$ cat src/rtl/xrv_dbus_arb.sv
// Round-robin arbiter sharing one data-memory port among NM req/ready masters.
// Optional grant locking for atomic sequences is compiled in with XRV_ARB_LOCK_EN.
module xrv_dbus_arb #(
    parameter int NM     = 2,
    parameter int AW     = 32,
    parameter int DW     = 32,
    parameter int TO_CYC = 0
) (
    input  logic                   clk,
    input  logic                   rstb,
    input  logic [NM*AW-1:0]       m_addr,
    input  logic [NM-1:0]          m_wr_req,
    input  logic [NM-1:0]          m_rd_req,
    input  logic [NM*(DW/8)-1:0]   m_be,
    input  logic [NM*DW-1:0]       m_wr_data,
    output logic [NM-1:0]          m_wr_ready,
    output logic [NM-1:0]          m_rd_ready,
    output logic [DW-1:0]          m_rd_data,
    output logic [NM-1:0]          m_err,
`ifdef XRV_ARB_LOCK_EN
    input  logic [NM-1:0]          m_lock,
`endif
    output logic [AW-1:0]          d_addr,
    output logic                   d_wr_req,
    output logic                   d_rd_req,
    output logic [DW/8-1:0]        d_be,
    output logic [DW-1:0]          d_wr_data,
    input  logic                   d_wr_ready,
    input  logic                   d_rd_ready,
    input  logic [DW-1:0]          d_rd_data,
    output logic [$clog2(NM)-1:0]  grant_id,
    output logic                   arb_busy
);

    localparam int GW = $clog2(NM);
    localparam int TW = (TO_CYC > 1) ? $clog2(TO_CYC) : 1;

    typedef enum logic {
        IDLE = 1'b0,
        BUSY = 1'b1
    } state_e;

    state_e         state_q, state_d;
    logic [GW-1:0]  gnt_q, gnt_d;
    logic [GW-1:0]  rr_q, rr_d;
    logic [TW-1:0]  to_q, to_d;

    logic [NM-1:0]  req_any;
    logic [GW-1:0]  pick;
    logic           pick_ok;
    int             pick_idx;

    logic           busy;
    logic           own_wr;
    logic           own_rd;
    logic           own_lock;
    logic           own_rdy;
    logic           own_abort;
    logic           to_hit;

    assign req_any = m_wr_req | m_rd_req;
    assign busy    = (state_q == BUSY);

    // Scan downwards so the requester closest to rr_q (at or after it) wins last.
    always_comb begin
        pick     = '0;
        pick_ok  = 1'b0;
        pick_idx = 0;
        for (int k = NM - 1; k >= 0; k--) begin
            pick_idx = int'(rr_q) + k;
            if (pick_idx >= NM) pick_idx = pick_idx - NM;
            if (req_any[pick_idx]) begin
                pick    = GW'(pick_idx);
                pick_ok = 1'b1;
            end
        end
    end

    assign own_wr = m_wr_req[gnt_q];
    assign own_rd = m_rd_req[gnt_q];

`ifdef XRV_ARB_LOCK_EN
    assign own_lock = m_lock[gnt_q];
`else
    assign own_lock = 1'b0;
`endif

    assign own_rdy   = busy && (d_wr_ready || d_rd_ready);
    assign own_abort = busy && !own_wr && !own_rd;
    // A ready in the final timeout cycle wins over the abort.
    assign to_hit    = (TO_CYC > 0) && busy && !own_abort && !own_rdy &&
                       (to_q == TW'(TO_CYC - 1));

    always_comb begin
        state_d = state_q;
        gnt_d   = gnt_q;
        rr_d    = rr_q;
        to_d    = to_q;
        case (state_q)
            IDLE: begin
                if (pick_ok) begin
                    state_d = BUSY;
                    gnt_d   = pick;
                    rr_d    = (int'(pick) == NM - 1) ? '0 : pick + 1'b1;
                    to_d    = '0;
                end
            end
            BUSY: begin
                if (own_rdy) begin
                    to_d = '0;
                    if (!own_lock) state_d = IDLE;
                end else if (own_abort || to_hit) begin
                    state_d = IDLE;
                    to_d    = '0;
                end else if (TO_CYC > 0) begin
                    to_d = to_q + 1'b1;
                end
            end
            default: state_d = IDLE;
        endcase
    end

    always_ff @(posedge clk) begin
        if (rstb) begin
            state_q <= IDLE;
            gnt_q   <= '0;
            rr_q    <= '0;
            to_q    <= '0;
        end else begin
            state_q <= state_d;
            gnt_q   <= gnt_d;
            rr_q    <= rr_d;
            to_q    <= to_d;
        end
    end

    // Outputs are held at zero while reset is asserted, whatever the slave does.
    always_comb begin
        d_addr     = '0;
        d_wr_req   = 1'b0;
        d_rd_req   = 1'b0;
        d_be       = '0;
        d_wr_data  = '0;
        m_wr_ready = '0;
        m_rd_ready = '0;
        m_err      = '0;
        m_rd_data  = '0;
        grant_id   = '0;
        arb_busy   = 1'b0;
        if (!rstb) begin
            m_rd_data = d_rd_data;
            grant_id  = gnt_q;
            arb_busy  = busy;
            if (busy) begin
                d_addr            = m_addr[int'(gnt_q)*AW +: AW];
                d_be              = m_be[int'(gnt_q)*(DW/8) +: DW/8];
                d_wr_data         = m_wr_data[int'(gnt_q)*DW +: DW];
                // A simultaneous read stays pending until the write has completed.
                d_wr_req          = own_wr && !to_hit;
                d_rd_req          = own_rd && !own_wr && !to_hit;
                m_wr_ready[gnt_q] = d_wr_ready;
                m_rd_ready[gnt_q] = d_rd_ready;
                m_err[gnt_q]      = to_hit;
            end
        end
    end

endmodule

$ cat config.mk
export PLATFORM = sky130hd
export DESIGN_NAME = xrv_dbus_arb
export DESIGN_NICKNAME = d
export VERILOG_FILES = /design/src/rtl/xrv_dbus_arb.sv
export SDC_FILE = /design/constraint.sdc
export NUM_CORES = 1
export LEC_CHECK = 0
export CAP_MARGIN = 15
export CELL_PAD_IN_SITES_DETAIL_PLACEMENT = 0
export CELL_PAD_IN_SITES_GLOBAL_PLACEMENT = 1
export CORE_UTILIZATION = 12
export CTS_CLUSTER_DIAMETER = 80
export CTS_CLUSTER_SIZE = 20
export DETAILED_ROUTE_END_ITERATION = 12
export PLACE_DENSITY_LB_ADDON = 0.25
export SETUP_SLACK_MARGIN = 0.05
export SKIP_LAST_GASP = 1
export SLEW_MARGIN = 15
export SYNTH_ARGS = -nofsm -noshare
export SYNTH_HDL_FRONTEND = slang
export SYNTH_SLANG_ARGS = --single-unit
export TNS_END_PERCENT = 30
$ cat constraint.sdc
create_clock -name clk -period 2.7 [get_ports clk]
set_input_delay 0.675 -clock clk [delete_from_list [all_inputs] [get_ports clk]]
set_output_delay 0.675 -clock clk [all_outputs]
set_load 0.02 [all_outputs]
==> reports/summary.txt, run 1 <==
status: complete, but fails checks
failing checks: setup timing
via/cell ratio: 3.81
Post-Layout Cell Count: 666
RSZ-0062 raised after global routing: true
most common cell after layout, fill and taps aside: clkdlybuf4s50_1
register area share after synthesis: 3.98%
Reg2Reg Capture Point: busy
HP Class: reg -> reg
reg-to-reg setup timing slack: 1.72 ns
share of layout cells above drive strength 1: 9.64%
total gr overflow: 0
Via Count: 2540
static leakage: 2.02 nW
synthesized netlist cell count: 221
Layout area overhead: 208%
port bufs: 283
later-pin clock latency in the skew report: 0.22 ns
core area: 12100 µm²
highest clock rate: 358 MHz
final setup skew: 0.000402 ns
Die Area: 13000 µm²
most frequent cells in the layout: 197 x clkdlybuf4s50_1, 73 x nor2_1, 69 x mux2i_1
Die Ht: 114 µm
synthesized area: 1510 µm²
crit path max fanout: 38
Slowest cell on crit path: clkdlybuf4s50_1
period utilization: 104%
Final Slew Violations: 0
GRT Total Usage: 11.9%
worst hold start: rr_q
Hold Vio Cnt, Final: 0
Final setup viols: 71
synth warn: 0
Final GP Congestion: 0.711
DP Wirelength: 7.20 mm
CP startpoint kind: primary input
worst-path cell chain: clkdlybuf4s50_1, nand2b_2, buf_12, nor2_1, dlygate4sd2_1
DRC Markers: 0
Final ANT Viol Nets: 0
IO Count: 286
Initial Util: 12.5%
Place WS: -0.386 ns
global-route wire length before repair: 12.5 mm
clk root buf: clkbuf_16
Post-CTS Setup Inserts: 0
cell row count: 40
minimum clock period after layout: 2.80 ns
synthesis-stage register bit count: 3
overall routed net length: 8.48 mm
WHS Endpoint: rr_q
Crit path required time: 2.03 ns
CTS tree: done
WL/cell: 12.7 µm
maxcap violations: 0
clock buffer depth: 2
FILL cells: 1261
initial antenna violation count: 0
cell count of the worst hold path: 2
vias in the first global route: 2553
Iteration-0 DRC Markers: 58
ys flop type: dfxtp_1
crit end category: output port
asr flop ratio synth: 0%
H-tree levels: 1
Nets: 675
Die Wd: 114 µm
r2r worst-path depth: 2
clock sinks: 3
First-pass DRT Iterations: 4
final worst slack: -0.0970 ns
crit path DAT: 2.12 ns
Inserted Clock Buffers: 3
placed instance count: 662
worst r2r src: gnt_q
Post-synth EDFFs: 0
clk slew on worst S/H paths: 0.03 ns
antenna cells: 0
Avg Cell Area, Syn: 6.83 µm²
largest net degree at the start of global routing: 39
P per Cell Area: 229 nW/µm²
maximum VDD drop: 0.000169 V
library cells used by synthesis: 24
Crit Path Category: in -> out
Crit path largest cell delay: 0.43 ns
-- cell usage after synthesis (2+ instances only) --
| cell | count | share of area [%] |
|---|---|---|
| nor2_1 | 73 | 18 |
| mux2i_1 | 69 | 46 |
| nor2b_1 | 33 | 14 |
| buf_2 | 9 | 3.0 |
| buf_4 | 6 | 3.0 |
| buf_6 | 4 | 3.0 |
| clkbuf_1 | 3 | 0.75 |
| dfxtp_1 | 3 | 4.0 |
| a21oi_1 | 2 | 0.66 |
| and3_1 | 2 | 0.83 |
| inv_1 | 2 | 0.50 |
| nor3b_1 | 2 | 0.99 |
| o21ai_0 | 2 | 0.66 |
-- metal layers --
layer	GRT usage [%]	part of all wire (%)	up-vias
met2	24.0	53	155
met5	0	0	-
li1	-	-	1283
met1	11.9	35	1096
met4	2.42	0.87	0
met3	3.28	11	6
-- cells by family after synthesis --
kind of cell	count (synthesis)	synth area share [%]
flip-flops	3	3.98
multiplexers	69	45.8
AND/OR/NAND/NOR	113	34.7
other	1	0.249
AO/OA/AOI/OAI	9	4.56
buffers and inverters	26	10.7
-- sequential cells by signal, indices dropped and copies added (netlist names) --
signal / count
busy: 1
gnt_q: 1
rr_q: 1
-- final cells by class --
type / instances / area, µm² / area share [%]
inverters: 3 / 11.3 / 0.242
repair buffers: 295 / 2990 / 64.3
clock buffers: 4 / 78.8 / 1.70
flip-flops and latches: 3 / 63.8 / 1.37
multi-input cells: 193 / 1290 / 27.9
well taps: 168 / 210 / 4.53
-- where the power goes --
| part | switching, mW | internal, mW | leakage (nW) |
|---|---|---|---|
| registers | 0.0100 | 0.0499 | 0.0256 |
| logic | 0.316 | 0.454 | 1.96 |
| clock network | 0.0396 | 0.195 | 0.0382 |
| total | 0.365 | 0.698 | 2.02 |
-- worst max path at each step --
stage | depth (start not counted) | slack [ns] | end | from
floorplan | 3 | 0.53 | m_rd_ready[0] | rstb
global placement | 5 | -0.41 | d_addr[0] | rstb
detailed placement | 5 | -0.39 | d_addr[0] | rstb
CTS | 4 | -0.16 | m_rd_data[31] | rstb
global route | 5 | -0.17 | d_addr[0] | rstb
finish | 5 | -0.1 | d_addr[0] | rstb
-- critical path: cells and delay by family --
| family | cells | cell delay, ns |
|---|---|---|
| buffers and inverters | 3 | 0.99 |
| AND/OR/NAND/NOR | 2 | 0.44 |
-- repair_timing --
| item | in CTS | in global routing |
|---|---|---|
| pin swaps | 0 | 0 |
| setup endpoints to repair | 108 | 108 |
| hold buffers | 0 | 0 |
| gates resized for setup | 132 | 13 |
-- metrics by stage --
stage / TNS, ns / hold slack (ns) / utilization, % / area, µm² / power (mW)
floorplan: 0 / 0.458 / - / 1510 / 0.408
global placement: -27.53 / 0.472 / 37.6 / 4550 / 0.871
detailed placement: -28.02 / 0.491 / 37.6 / 4550 / 0.872
CTS: -5.93 / 0.500 / 38.1 / 4610 / 1.08
global route: -8.94 / 0.553 / 38.3 / 4640 / 1.13
finish: -2.78 / 0.492 / 38.3 / 4640 / 1.06
(Power assumes the default switching activity.)
==> inputs of run 2 (changes only) <==
--- a/config.mk
+++ b/config.mk
@@ -12,7 +12,7 @@
 export CTS_CLUSTER_DIAMETER = 80
 export CTS_CLUSTER_SIZE = 20
 export DETAILED_ROUTE_END_ITERATION = 12
-export PLACE_DENSITY_LB_ADDON = 0.25
+export PLACE_DENSITY = 0.95
 export SETUP_SLACK_MARGIN = 0.05
 export SKIP_LAST_GASP = 1
 export SLEW_MARGIN = 15
==> run 2 against run 1 <==
The run still ends with setup timing left. Fmax is 3.3% higher. Combinational power hardly changed. First-iteration DRC count is 19% higher. Critical path type unchanged. Largest cell class unchanged.
==> reports/summary.txt, run 2 (synthesis gave the netlist of run 1 again) <==
crit path DAT: 2.03 ns (was 2.12 ns)
Post-CTS Setup Inserts: 0 (unchanged)
global-route wire length before repair: 13.5 mm (was 12.5 mm)
maxcap violations: 0 (unchanged)
CP startpoint kind: primary input (unchanged)
placed instance count: 667 (was 662)
Hold Vio Cnt, Final: 0 (unchanged)
share of layout cells above drive strength 1: 13.1% (was 9.64%)
critical path's most frequent cell: clkdlybuf4s50_1
Final Slew Violations: 0 (unchanged)
clk slew on worst S/H paths: 0.03 ns (about the same)
WP buf/inv: 3 (unchanged)
reg-to-reg setup timing slack: 1.69 ns (was 1.72 ns)
failing checks: setup timing (unchanged)
First-pass DRT Iterations: 4 (unchanged)
Crit path required time: 2.03 ns (about the same)
crit end category: output port (unchanged)
P per Cell Area: 231 nW/µm² (was 229 nW/µm²)
Inserted Clock Buffers: 3 (unchanged)
most common cell after layout, fill and taps aside: clkdlybuf4s50_1 (unchanged)
H-tree levels: 1 (unchanged)
HP Class: reg -> reg (unchanged)
highest clock rate: 369 MHz (was 358 MHz)
vias in the first global route: 2825 (was 2553)
clk root buf: clkbuf_16 (unchanged)
NetSw: 0.382 mW (was 0.365 mW)
via/cell ratio: 3.95 (was 3.81)
clock buffer depth: 2 (unchanged)
IO Count: 286 (unchanged)
Hold Buf Count CTS: 0 (unchanged)
final setup skew: 0.00169 ns (was 0.000402 ns)
port bufs: 283 (unchanged)
Post-Layout Cell Count: 671 (was 666)
WL/cell: 13.8 µm (was 12.7 µm)
CTS tree: done (unchanged)
Die Ht: 114 µm (unchanged)
clock sinks: 3 (unchanged)
later-pin clock latency in the skew report: 0.23 ns (was 0.22 ns)
maximum VDD drop: 0.000139 V (was 0.000169 V)
static leakage: 2.15 nW (was 2.02 nW)
status: complete, but fails checks (unchanged)
Crit path largest cell delay: 0.60 ns (was 0.43 ns)
Layout area overhead: 209% (was 208%)
Comb power frac: 71.7% (was 72.3%)
Final setup viols: 3 (was 71)
DP Wirelength: 7.85 mm (was 7.20 mm)
Crit Path Category: in -> out (unchanged)
overall routed net length: 9.26 mm (was 8.48 mm)
total gr overflow: 0 (unchanged)
antenna cells: 0 (unchanged)
Util after Layout: 38.4% (was 38.3%)
P_int: 0.696 mW (was 0.698 mW)
Via Count: 2649 (was 2540)
Slowest cell on crit path: clkdlybuf4s50_1 (unchanged)
Initial Util: 12.5% (unchanged)
Die Wd: 114 µm (unchanged)
Nets: 680 (was 675)
Iteration-0 DRC Markers: 69 (was 58)
final worst slack: -0.00804 ns (was -0.0970 ns)
post-layout power: 1.08 mW (was 1.06 mW)
period utilization: 100% (was 104%)
Sequential Power Share: 6.2% (was 5.6%)
cell row count: 40 (unchanged)
Die Area: 13000 µm² (unchanged)
DRC Markers: 0 (unchanged)
Final ANT Viol Nets: 0 (unchanged)
clock power share: 22.1% (was 22.0%)
RSZ-0062 raised after global routing: true (unchanged)
worst-path cell chain: clkdlybuf4s50_1, buf_4, nor2b_1, clkdlybuf4s50_1 (was clkdlybuf4s50_1, nand2b_2, buf_12, nor2_1, dlygate4sd2_1)
final setup TNS: -0.0119 ns (was -2.78 ns)
Crit path max-delay family: buffers and inverters (unchanged)
FILL cells: 1254 (was 1261)
GRT Total Usage: 13.0% (was 11.9%)
switching share of power: 35.4% (was 34.3%)
minimum clock period after layout: 2.71 ns (was 2.80 ns)
largest net degree at the start of global routing: 33 (was 39)
Final GP Congestion: 0.776 (was 0.711)
crit path max fanout: 19 (was 38)
most frequent cells in the layout: 176 x clkdlybuf4s50_1, 73 x nor2_1, 69 x mux2i_1 (was 197 x clkdlybuf4s50_1, 73 x nor2_1, 69 x mux2i_1)
core area: 12100 µm² (unchanged)
initial antenna violation count: 0 (unchanged)
## run 2: cell types whose count changed in the layout (fill, tap and decap cells not counted)
cell / delta
clkdlybuf4s50_1: -21
buf_4: +8
clkbuf_2: +8
dlymetal6s2s_1: +7
clkdlybuf4s15_2: +2
dlygate4sd2_1: +2
buf_6: -1
nor3b_1: -1
nor3b_2: +1
## run 2: layout make-up
class                      count  area, µm²  area share, %
clock buffer                   4       78.8           1.69
inverter                       3       11.3          0.242
multi-input combinational    193       1300           27.9
sequential                     3       63.8           1.37
tap                          168        210           4.51
timing repair buffer         300       2990           64.3
## run 2: metrics by stage
step,setup slack (ns),hold WS [ns],area (µm²)
5_1_grt,-0.0800,0.568,4660
6_report,-0.00804,0.523,4660
4_1_cts,-0.195,0.515,4630
2_1_floorplan,0.534,0.458,1510
3_5_place_dp,-0.327,0.508,4580
3_3_place_gp,-0.297,0.464,4580
## run 2: path summary, 6_finish.rpt
path                             from       endpoint  depth (start not counted)
worst max-delay path             rstb  m_rd_data[30]                          4
worst min-delay path             rr_q           rr_q                          2
worst max register to register  gnt_q           busy                          2
worst min register to register   rr_q           rr_q                          2
## run 2: timing repair
action	4_1_cts	5_1_grt
resized for setup	148	36
pin swaps	0	0
endpoints found under the setup margin	107	107
## run 2: tightest hold or removal path, delay by kind of cell, from the launching register on
| kind | cells | cell delay (ns) |
|---|---|---|
| AOI/OAI and AO/OA | 2 | 0.15 |
| DFF | 1 | 0.31 |
## run 2: power by group through the flow
stage	clock [mW]	sequential [mW]	combinational (mW)
after floorplan	0	0.0533	0.354
after global placement	0	0.0667	0.811
after detailed placement	0	0.0676	0.821
after CTS	0.241	0.0673	0.785
after global routing	0.242	0.0687	0.825
final	0.238	0.0663	0.773
## run 2: routing by layer
metal / vias up / track usage [%] / part of all wire (%)
met3: 8 / 2.81 / 11
li1: 1296 / - / -
met4: 0 / 3.90 / 0.94
met2: 173 / 26.7 / 54
met1: 1172 / 12.7 / 34
met5: - / 0 / 0
==> inputs of run 3 (changes only) <==
--- a/config.mk
+++ b/config.mk
@@ -5,6 +5,7 @@
 export SDC_FILE = /design/constraint.sdc
 export NUM_CORES = 1
 export LEC_CHECK = 0
+export ABC_AREA = 0
 export CAP_MARGIN = 15
 export CELL_PAD_IN_SITES_DETAIL_PLACEMENT = 0
 export CELL_PAD_IN_SITES_GLOBAL_PLACEMENT = 1
==> results of run 3 <==
Same layout as run 2: the final DEF is identical, and so are final timing and power.
